[src/rtl/stepper_pkg.sv]
// Shared types and constants for the stepper ramp controller.
//   state_t   : one-hot controller state (5 bits)
//   DIV_W_DEF : default width of the period/divider registers
//   POS_W     : width of the signed step position counter
//   is_motion : true in the states that emit step pulses
package stepper_pkg;

    localparam int DIV_W_DEF = 24;
    localparam int POS_W     = 16;

    typedef enum logic [4:0] {
        ST_IDLE   = 5'b00001,
        ST_SETUP  = 5'b00010,
        ST_ACCEL  = 5'b00100,
        ST_CRUISE = 5'b01000,
        ST_DECEL  = 5'b10000
    } state_t;

    function automatic logic is_motion(input state_t s);
        return (s == ST_ACCEL) || (s == ST_CRUISE) || (s == ST_DECEL);
    endfunction

endpackage

[src/rtl/step_timer.sv]
// Step period counter and step pulse generator.
//   sclk, s_rst_n : clock, asynchronous active-low reset
//   cur_div       : current step period in sclk cycles
//   run           : keep counting into the next cycle (motion continues)
//   restart       : begin a fresh period at count 0 (first step of a move)
//   period_end    : counter is on the last cycle of the current period
//   step_rise     : step goes high at the coming clock edge
//   step          : registered step pulse, high for the first PULSE_W cycles
module step_timer #(
    parameter int DIV_W   = 24,
    parameter int PULSE_W = 100
) (
    input  logic             sclk,
    input  logic             s_rst_n,
    input  logic [DIV_W-1:0] cur_div,
    input  logic             run,
    input  logic             restart,
    output logic             period_end,
    output logic             step_rise,
    output logic             step
);

    logic [DIV_W-1:0] per_reg;
    logic [DIV_W-1:0] per_next;
    logic             step_reg;
    logic             step_next;

    assign period_end = (per_reg == cur_div - 1'b1);
    assign step_rise  = restart || (run && period_end);
    assign step       = step_reg;

    // The step level is derived from the counter value that becomes current
    // at the edge, so step and the counter always stay aligned.
    always_comb begin
        per_next = '0;
        if (!restart && run && !period_end) begin
            per_next = per_reg + 1'b1;
        end
        step_next = (restart || run) && (per_next < DIV_W'(PULSE_W));
    end

    always_ff @(posedge sclk or negedge s_rst_n) begin
        if (!s_rst_n) begin
            per_reg  <= '0;
            step_reg <= 1'b0;
        end else begin
            per_reg  <= per_next;
            step_reg <= step_next;
        end
    end

endmodule

[src/rtl/stepper_ramp_ctrl.sv]
// Trapezoidal-ramp stepper controller between the balancing state machine
// and an external step/dir driver. A move never reverses or stops at speed:
// it decelerates to the start period, then re-enters the direction dwell.
//   sclk, s_rst_n : clock, asynchronous active-low reset
//   enable        : run request
//   direct        : requested direction (1 = clockwise)
//   step, dir     : driver step pulse and direction
//   drv_en_n      : driver enable, active low (held in every non-idle state)
//   busy          : controller not idle
//   at_speed      : cruising at DIV_MIN
//   pos           : signed, wrapping step position
// Optional build macro LIMIT_STOP_EN adds lim_l_n / lim_r_n (active-low end
// switches) and a sticky fault output; a hit aborts straight to idle and the
// block stays idle until enable has been seen low.
module stepper_ramp_ctrl
    import stepper_pkg::*;
#(
    parameter int DIV_W     = DIV_W_DEF,
    parameter int DIV_MAX   = 200_000,
    parameter int DIV_MIN   = 50_000,
    parameter int DIV_STEP  = 5_000,
    parameter int PULSE_W   = 100,
    parameter int DIR_SETUP = 1_000
) (
    input  logic                    sclk,
    input  logic                    s_rst_n,
    input  logic                    enable,
    input  logic                    direct,
`ifdef LIMIT_STOP_EN
    input  logic                    lim_l_n,
    input  logic                    lim_r_n,
    output logic                    fault,
`endif
    output logic                    step,
    output logic                    dir,
    output logic                    drv_en_n,
    output logic                    busy,
    output logic                    at_speed,
    output logic signed [POS_W-1:0] pos
);

    localparam logic [DIV_W-1:0] MAX_DIV    = DIV_W'(DIV_MAX);
    localparam logic [DIV_W-1:0] MIN_DIV    = DIV_W'(DIV_MIN);
    localparam logic [DIV_W:0]   STEP_X     = (DIV_W + 1)'(DIV_STEP);
    localparam int               DWELL_W    = (DIR_SETUP > 1) ? $clog2(DIR_SETUP) : 1;
    localparam logic [DWELL_W-1:0] DWELL_LAST = DWELL_W'(DIR_SETUP - 1);

    state_t                   state_reg, state_next;
    logic [DIV_W-1:0]         cur_div_reg, cur_div_next;
    logic [DWELL_W-1:0]       dwell_reg, dwell_next;
    logic                     dir_reg, dir_next;
    logic signed [POS_W-1:0]  pos_reg, pos_next;
    logic                     busy_reg, busy_next;
    logic                     at_speed_reg, at_speed_next;
    logic                     drv_en_n_reg, drv_en_n_next;

    logic                     run, restart, period_end, step_rise;
    logic                     stop_req, start_ok;
    logic [DIV_W:0]           div_sum, div_diff;
    logic [DIV_W-1:0]         div_up;
    logic                     at_floor;

    // Ramp arithmetic is one bit wider than the divider so neither the
    // increment nor the decrement can wrap before saturation.
    assign div_sum  = {1'b0, cur_div_reg} + STEP_X;
    assign div_diff = {1'b0, cur_div_reg} - STEP_X;
    assign div_up   = (div_sum >= {1'b0, MAX_DIV}) ? MAX_DIV : div_sum[DIV_W-1:0];
    assign at_floor = div_diff[DIV_W] || (div_diff[DIV_W-1:0] <= MIN_DIV);

    assign stop_req = !enable || (direct != dir_reg);

`ifdef LIMIT_STOP_EN
    logic fault_reg, fault_next, lim_hit;
    // Only the switch on the side we are travelling towards matters.
    assign lim_hit  = (state_reg != ST_IDLE) && (dir_reg ? !lim_r_n : !lim_l_n);
    assign start_ok = enable && !fault_reg;
    assign fault    = fault_reg;
`else
    assign start_ok = enable;
`endif

    step_timer #(
        .DIV_W   (DIV_W),
        .PULSE_W (PULSE_W)
    ) u_timer (
        .sclk       (sclk),
        .s_rst_n    (s_rst_n),
        .cur_div    (cur_div_reg),
        .run        (run),
        .restart    (restart),
        .period_end (period_end),
        .step_rise  (step_rise),
        .step       (step)
    );

    // State register (plus the datapath registers it owns).
    always_ff @(posedge sclk or negedge s_rst_n) begin
        if (!s_rst_n) begin
            state_reg    <= ST_IDLE;
            cur_div_reg  <= MAX_DIV;
            dwell_reg    <= '0;
            dir_reg      <= 1'b0;
            pos_reg      <= '0;
            busy_reg     <= 1'b0;
            at_speed_reg <= 1'b0;
            drv_en_n_reg <= 1'b1;
        end else begin
            state_reg    <= state_next;
            cur_div_reg  <= cur_div_next;
            dwell_reg    <= dwell_next;
            dir_reg      <= dir_next;
            pos_reg      <= pos_next;
            busy_reg     <= busy_next;
            at_speed_reg <= at_speed_next;
            drv_en_n_reg <= drv_en_n_next;
        end
    end

`ifdef LIMIT_STOP_EN
    always_ff @(posedge sclk or negedge s_rst_n) begin
        if (!s_rst_n) begin
            fault_reg <= 1'b0;
        end else begin
            fault_reg <= fault_next;
        end
    end
`endif

    // Next-state and ramp logic. Motion states only act at period end so a
    // pulse or period is never cut short.
    always_comb begin
        state_next   = state_reg;
        cur_div_next = cur_div_reg;
        dwell_next   = dwell_reg;
        dir_next     = dir_reg;
        unique case (state_reg)
            ST_IDLE: begin
                if (start_ok) begin
                    state_next   = ST_SETUP;
                    dir_next     = direct;
                    cur_div_next = MAX_DIV;
                    dwell_next   = '0;
                end
            end
            ST_SETUP: begin
                if (dwell_reg == DWELL_LAST) begin
                    state_next = ST_ACCEL;
                end else begin
                    dwell_next = dwell_reg + 1'b1;
                end
            end
            ST_ACCEL: begin
                if (period_end) begin
                    if (stop_req) begin
                        state_next   = ST_DECEL;
                        cur_div_next = div_up;
                    end else if (at_floor) begin
                        state_next   = ST_CRUISE;
                        cur_div_next = MIN_DIV;
                    end else begin
                        cur_div_next = div_diff[DIV_W-1:0];
                    end
                end
            end
            ST_CRUISE: begin
                if (period_end && stop_req) begin
                    state_next   = ST_DECEL;
                    cur_div_next = div_up;
                end
            end
            ST_DECEL: begin
                // Deceleration always runs to completion, even if the stop
                // request has gone away in the meantime.
                if (period_end) begin
                    if (cur_div_reg == MAX_DIV) begin
                        if (enable) begin
                            state_next = ST_SETUP;
                            dir_next   = direct;
                            dwell_next = '0;
                        end else begin
                            state_next = ST_IDLE;
                        end
                    end else begin
                        cur_div_next = div_up;
                    end
                end
            end
            default: state_next = ST_IDLE;
        endcase
`ifdef LIMIT_STOP_EN
        if (lim_hit) begin
            state_next = ST_IDLE;
        end
`endif
    end

`ifdef LIMIT_STOP_EN
    always_comb begin
        fault_next = fault_reg;
        if (lim_hit) begin
            fault_next = 1'b1;
        end else if ((state_reg == ST_IDLE) && !enable) begin
            fault_next = 1'b0;
        end
    end
`endif

    // Timer control: keep counting while motion continues, start a fresh
    // period when leaving the direction dwell. Anything else clears it.
    assign run     = is_motion(state_reg) && is_motion(state_next);
    assign restart = (state_reg == ST_SETUP) && (state_next == ST_ACCEL);

    // Output decode from the upcoming state so every output is a register.
    always_comb begin
        busy_next     = (state_next != ST_IDLE);
        at_speed_next = (state_next == ST_CRUISE);
        drv_en_n_next = (state_next == ST_IDLE);
        pos_next      = pos_reg;
        if (step_rise) begin
            pos_next = dir_reg ? (pos_reg + POS_W'(1)) : (pos_reg - POS_W'(1));
        end
    end

    assign dir      = dir_reg;
    assign drv_en_n = drv_en_n_reg;
    assign busy     = busy_reg;
    assign at_speed = at_speed_reg;
    assign pos      = pos_reg;

endmodule

[config.mk]
export PLATFORM = sky130hd
export DESIGN_NAME = stepper_ramp_ctrl
export DESIGN_NICKNAME = d
export VERILOG_FILES = /design/src/rtl/stepper_pkg.sv /design/src/rtl/step_timer.sv /design/src/rtl/stepper_ramp_ctrl.sv
export SDC_FILE = /design/constraint.sdc
export NUM_CORES = 1
export LEC_CHECK = 0
export ABC_AREA = 1
export CORE_MARGIN = 8
export CORE_UTILIZATION = 39
export DETAILED_ROUTE_END_ITERATION = 6
export HOLD_SLACK_MARGIN = 0.12
export MAX_ROUTING_LAYER = met4
export PLACE_DENSITY = 0.62
export REMOVE_ABC_BUFFERS = 1
export SYNTH_ARGS = -nofsm -noshare
export SYNTH_HDL_FRONTEND = slang
export SYNTH_SLANG_ARGS = --single-unit
export TNS_END_PERCENT = 30
[constraint.sdc]
create_clock -name sclk -period 4.2 [get_ports sclk]
set_input_delay 1.26 -clock sclk [delete_from_list [all_inputs] [get_ports sclk]]
set_output_delay 1.26 -clock sclk [all_outputs]
set_load 0.01 [all_outputs]
Word level (Yosys, flattened, before mapping):

Cells that the tools add are included.

* flip-flop bits (word level): 84
* bits in latches: 0
* bits in writable memories: 0
* memory bits (read-only): 0
* bits of input ports: 4
* output and inout bits: 21
* memories: 0

* $add $sub $neg: 7
* $mul: 0
* div/mod/pow operators: 0
* magnitude comparators: 3
* eq/ne operators: 21
* shift-type cells: 0
* multiplexer cells: 30
* bitwise logic cells: 0
* reduce and logical (&&, ||, !) cells: 24

Operators with widths (number)
* 2-to-1 mux 24 bit: 9
* case mux 24 bit (4 select lines): 1
* 2-to-1 mux 10 bit: 4
* 2-to-1 mux 5 bit: 8
* case mux 10 bit (3 select lines): 1
* adder 24 x 13 -> 25 bit, second input constant: 1
* >= comparator 25 x 18 -> 1 bit, second input constant: 1
* case mux 5 bit (5 select lines): 1
* subtractor 24 x 13 -> 25 bit, second input constant: 1
* adder 24 x 1 -> 24 bit, second input constant: 1
* == test 24 x 18 -> 1 bit, second input constant: 1
* == test 24 bit: 1
* less-or-equal comparator 24 x 16 -> 1 bit, second input constant: 1
* < comparator 24 x 7 -> 1 bit, second input constant: 1
* subtractor 24 x 1 -> 24 bit, second input constant: 1
* adder 16 x 2 -> 16 bit, second input constant: 1
* 2-to-1 mux 16 bit: 1
* subtractor 16 x 2 -> 16 bit, second input constant: 1
* != test 2 bit, second input constant: 7
* adder 10 x 1 -> 10 bit, second input constant: 1
* == test 10 bit, second input constant: 1
* == test 5 x 1 -> 1 bit, second input constant: 2
* == test 5 x 3 -> 1 bit, second input constant: 2
* == test 5 x 4 -> 1 bit, second input constant: 2
* other kinds (16): 34

Logic depth before layout (Yosys ltp):

* depth after elaboration: 16
* gate-level depth with buffers: 23
* depth with buffers taken out: 23

Hierarchy:

From an unflattened synthesis, not the netlist that was laid out.

* cell total of the unflattened synthesis: 1320
* area total of the unflattened synthesis: 8170.3 µm²

Modules (own cells, without submodules)
* stepper_ramp_ctrl: times used 1, cells an instance 830, area each 5242.5 µm², seq. area each 1486.4 µm²
* step_timer: times used 1, cells an instance 490, area each 2927.8 µm², seq. area each 625.6 µm²

Worst setup path after synthesis:

OpenSTA, ideal clock, no wires.

* path type: input-to-reg
* start point: input port direct
* end point: register cur_div_reg[7]
* arrival: 2.651 ns
* path slack: 1.429 ns
* cell stages on the path: 11
* path buffers: 1
* cell sequence: inv_1 nor2_1 nor3_2 inv_1 nand2_1 nand2_1 nand3_2 inv_2 buf_4 o21ai_0 inv_1

* longest elaborated chain between the ends: 5
* elaborated cells between the ends (all ways): 8
* those cells by class: 2 x eq/ne; 3 x mux; 3 x reduce/logical

RTL lines
* start: declaration: line stepper_ramp_ctrl.sv:28 `input logic direct,`
* != test 1 bit (*): line stepper_ramp_ctrl.sv:70 `assign stop_req = !enable || (direct != dir_reg);`
* logical OR 1 bit (*): line stepper_ramp_ctrl.sv:70
* 2-to-1 mux 24 bit / logical AND 1 bit (equally long branches): line stepper_ramp_ctrl.sv:154, stepper_ramp_ctrl.sv:166
* 2-to-1 mux 24 bit / != test 2 bit (equally long branches)
* case mux 24 bit (4 select lines) / AND reduction 6 bit (equally long branches)
* end signal: assignment: line stepper_ramp_ctrl.sv:109 `cur_div_reg <= cur_div_next;`
* end: declaration: line stepper_ramp_ctrl.sv:49 `logic [DIV_W-1:0] cur_div_reg, cur_div_next;`

Mark *: on every way between the ends. The rest lies on a longest branch, timed or not. The select of a mux whose other input is x is not followed.
A chain may end at the register's enable or synchronous reset.

Worst setup path after layout:

* start point: register cur_div_reg[0]
* end point: register cur_div_reg[5]

* longest elaborated chain between the ends: 7
* elaborated cells between the ends (all ways): 22
* those cells by class: 3 x add/sub; 2 x order compare; 6 x eq/ne; 8 x mux; 3 x reduce/logical

RTL lines
* subtractor 24 x 13 -> 25 bit: line stepper_ramp_ctrl.sv:66 `assign div_diff = {1'b0, cur_div_reg} - STEP_X;`
* less-or-equal comparator 24 x 16 -> 1 bit: line stepper_ramp_ctrl.sv:68 `assign at_floor = div_diff[DIV_W] || (div_diff[DIV_W-1:0] <= MIN_DIV);`
* logical OR 1 bit: line stepper_ramp_ctrl.sv:68
* 2-to-1 mux 24 bit: line stepper_ramp_ctrl.sv:157 `end else if (at_floor) begin`
* 2-to-1 mux 24 bit: line stepper_ramp_ctrl.sv:154 `if (stop_req) begin`
* 2-to-1 mux 24 bit: line stepper_ramp_ctrl.sv:153 `if (period_end) begin`
* case mux 24 bit (4 select lines): line stepper_ramp_ctrl.sv:136 `unique case (state_reg)`

Several ways; a longest one is shown, not always the timed one. The select of a mux whose other input is x is not followed.

==> results.toml <==
[synthesis]
async_reset_ff_frac = 1.00
synth_compound_area_frac = 0.102
synth_warnings = 0
yosys_most_used_dff = "dfrtp_1"
yosysTopAreaCellShare = 0.267
avgSynthCellArea_sq_um = 6.93
synth-simple-area-share = 0.356
synth_area_leaders = "dfrtp_1 27%, nand2_1 11%, inv_1 7.5%"
synthAdderAreaFrac = 0.0362
yosysTopAreaCell = "dfrtp_1"
ys_seq_elements = 84
synth_mux_area_frac = 0
synth_commonest_cells = "212 x nand2_1, 143 x inv_1, 124 x nor2_1"
synthXorXnorAreaFrac = 0.0995
seq_area_frac_synth = 0.296
synth_cell_types = 48
yosysMostFrequentCell = "nand2_1"
synth_cells = 1028
synth_edf_count = 0
synth_top_family_by_area = "simple AND/OR/NAND/NOR gates"
syn_area_sq_um = 7130

[placement]
dp.cells = 1261
gp_congestion = 0.925
dp_hpwl_mm = 15.0
place_area_sq_um = 7520
port_buffers = 24
pre_cts_ws_ps = 670

[cts]
cts_num_sinks = 84
post_cts_buffers = 0
clk_pin_slew_ps = 60
h-tree-depth = 3
cts_hold_buf = 0
root_buffer = "clkbuf_16"
cts_max_path_buffers = 2
cts_resized = 0
clk_latency_ps = 350
cts_buffers = 9
tritoncts = "yes"

[die]
ios = 25
die_x_um = 151
rows = 49
coreArea_sq_um = 18000
die-area_sq_um = 22900
dieHeight_um = 151
start_util = 0.397

[routing]
viasPerCell = 5.08
drc = 0
routedWlPerCell_um = 14.8
drt_iter0_markers = 411
dr.pass1.iters = 7
wl_mm = 18.9
drt.antenna.violating_nets = 0
vias = 6489

[worst_setup_path]
startpoint_type = "flip-flop"
path_class = "reg -> reg"
reg2reg_to = "cur_div_reg[5]$_DFFE_PN0P_"
required_ps = 4430
r2r_start = "cur_div_reg[0]$_DFFE_PN0P_"
cp-end-kind = "flip-flop"
cp_data_arrival_time_ps = 3530
crit_fanout = 22
r2r_slack_ps = 900
r2r.worst_path.cells = 18

[timing]
fin_skew_ps = 10.6
max_slew_margin = 0.490
period_needed_ps = 3300
finalHoldViolations = 0
tns_ps = 0
finalWorstSetupSlack_ps = 903
setup_viol = 0
worst_pin_slew_ps = 758
layout_worst_path_cycle_share = 0.785
drv_slew = 0
max_freq_ghz = 0.303
rsz0062_at_grt = "no"

[global_routing]
grtUsageTotal = 0.178
grt_pass1_vias = 6505
antenna_found_initial = 0
grt_pass1_wl_mm = 31.7
overflow = 0
grt_max_degree = 73

[run]
maxCapViolCount = 0

[cells_and_area]
final_cells = 1277
syn_to_final_growth_pct = 9.64
finish.instance_area_sq_um = 7810
nNetsFinal = 1067
antenna_cells = 0
drive_gt1_frac = 0.104

[min_path]
hold_class = "reg -> reg"
min_to = "pos[15]$_DFFE_PN0P_"
hp-start = "pos[15]$_DFFE_PN0P_"
hold_path_depth = 1

[power_and_ir_drop]
p_total_uw = 3410
vdd_drop_max_mv = 0.342
powerDensity_nw_per_um2 = 436
p_leak_uw = 0.00376

[status]
outcome = "complete, no violations"
critical path, cell delays in order (launching register included):
cell and delay [ps]:
dfrtp_1 430, inv_1 150, ha_1 310, nand2_1 140
nor2_1 200, nand3_1 130, nor2_1 130, xor2_1 150
nand2_1 90, inv_1 70, nand2_1 40, nor2_1 320
nand2_1 160, nand2_1 140, nand3_2 110, inv_2 330
nand3_1 120, o21ai_0 90, inv_1 60
area by class of cell:
| class | count | area [sq um] |
|---|---|---|
| Clock buffer | 9 | 225 |
| Clock inverter | 7 | 63.8 |
| Fill cell | 1846 | 10100 |
| Inverter | 159 | 603 |
| Multi-Input combinational cell | 759 | 4230 |
| Sequential cell | 84 | 2110 |
| Tap cell | 229 | 287 |
| Timing Repair Buffer | 30 | 295 |
cells in the final DEF (no fill, tap or decap), types with 4 or more instances in the layout:
| master | instances |
|---|---|
| nor3b_1 | 5 |
| nor3_2 | 6 |
| nand4_1 | 24 |
| nor3_4 | 4 |
| xnor2_1 | 23 |
| nor4_1 | 5 |
| inv_1 | 143 |
| dfstp_2 | 8 |
| nand2_4 | 5 |
| ha_1 | 19 |
| nand2_1 | 212 |
| nor2_4 | 5 |
| inv_2 | 13 |
| nand3b_1 | 5 |
| clkbuf_16 | 9 |
| nor3_1 | 25 |
| nand2_2 | 9 |
| o21ai_1 | 14 |
| xor2_1 | 58 |
| o21ai_0 | 41 |
| a21oi_1 | 60 |
| nor2_1 | 124 |
| clkdlybuf4s50_1 | 23 |
| nand3_1 | 64 |
| nand3_2 | 7 |
| dfrtp_1 | 76 |
| buf_4 | 6 |
| nor2_2 | 18 |
power by group:
| part | total (uW) | internal [uW] | leakage (uW) | switching, uW |
|---|---|---|---|---|
| logic | 1530 | 515 | 0.00250 | 1010 |
| registers | 1110 | 909 | 0.00112 | 197 |
| clock network | 771 | 410 | 0.000139 | 361 |
| total | 3410 | 1830 | 0.00376 | 1570 |
cell families (layout without fill, tap and decap cells):
family,count (synthesis),count (layout)
and+or+nand+nor,526,526
xor gates and xnor gates,81,81
DFF,84,84
adders and majority gates,20,20
AOI/OAI and AO/OA,132,132
buffers and inverters,185,205
through the flow:
| stage | util | hold WS (ps) |
|---|---|---|
| 6_report | 0.435 | 471 |
| 4_1_cts | 0.435 | 478 |
| 5_1_grt | 0.435 | 513 |
| 2_1_floorplan | - | 454 |
| 3_3_place_gp | 0.419 | 463 |
| 3_5_place_dp | 0.419 | 459 |
how the worst max path moves through the flow:
stage,start,endpoint,slack (ps),cells past startpoint
6_report,cur_div_reg[0]$_DFFE_PN0P_,cur_div_reg[5]$_DFFE_PN0P_,900,18
5_1_grt,cur_div_reg[0]$_DFFE_PN0P_,pos[14]$_DFFE_PN0P_,420,19
4_1_cts,cur_div_reg[0]$_DFFE_PN0P_,pos[14]$_DFFE_PN0P_,900,18
3_5_place_dp,enable,cur_div_reg[0]$_DFFE_PN0P_,670,10
3_3_place_gp,direct,cur_div_reg[3]$_DFFE_PN0P_,720,11
2_1_floorplan,direct,cur_div_reg[0]$_DFFE_PN0P_,1350,8
routing by layer:
layer,up-vias,GRT usage,routed length [um]
met5,-,-,0
met4,0,0.0396,210
met3,23,0.0269,802
met2,138,0.295,9000
met1,3008,0.226,8890
li1,3320,-,-
No activity file was read; power rests on OpenSTA's default activity.
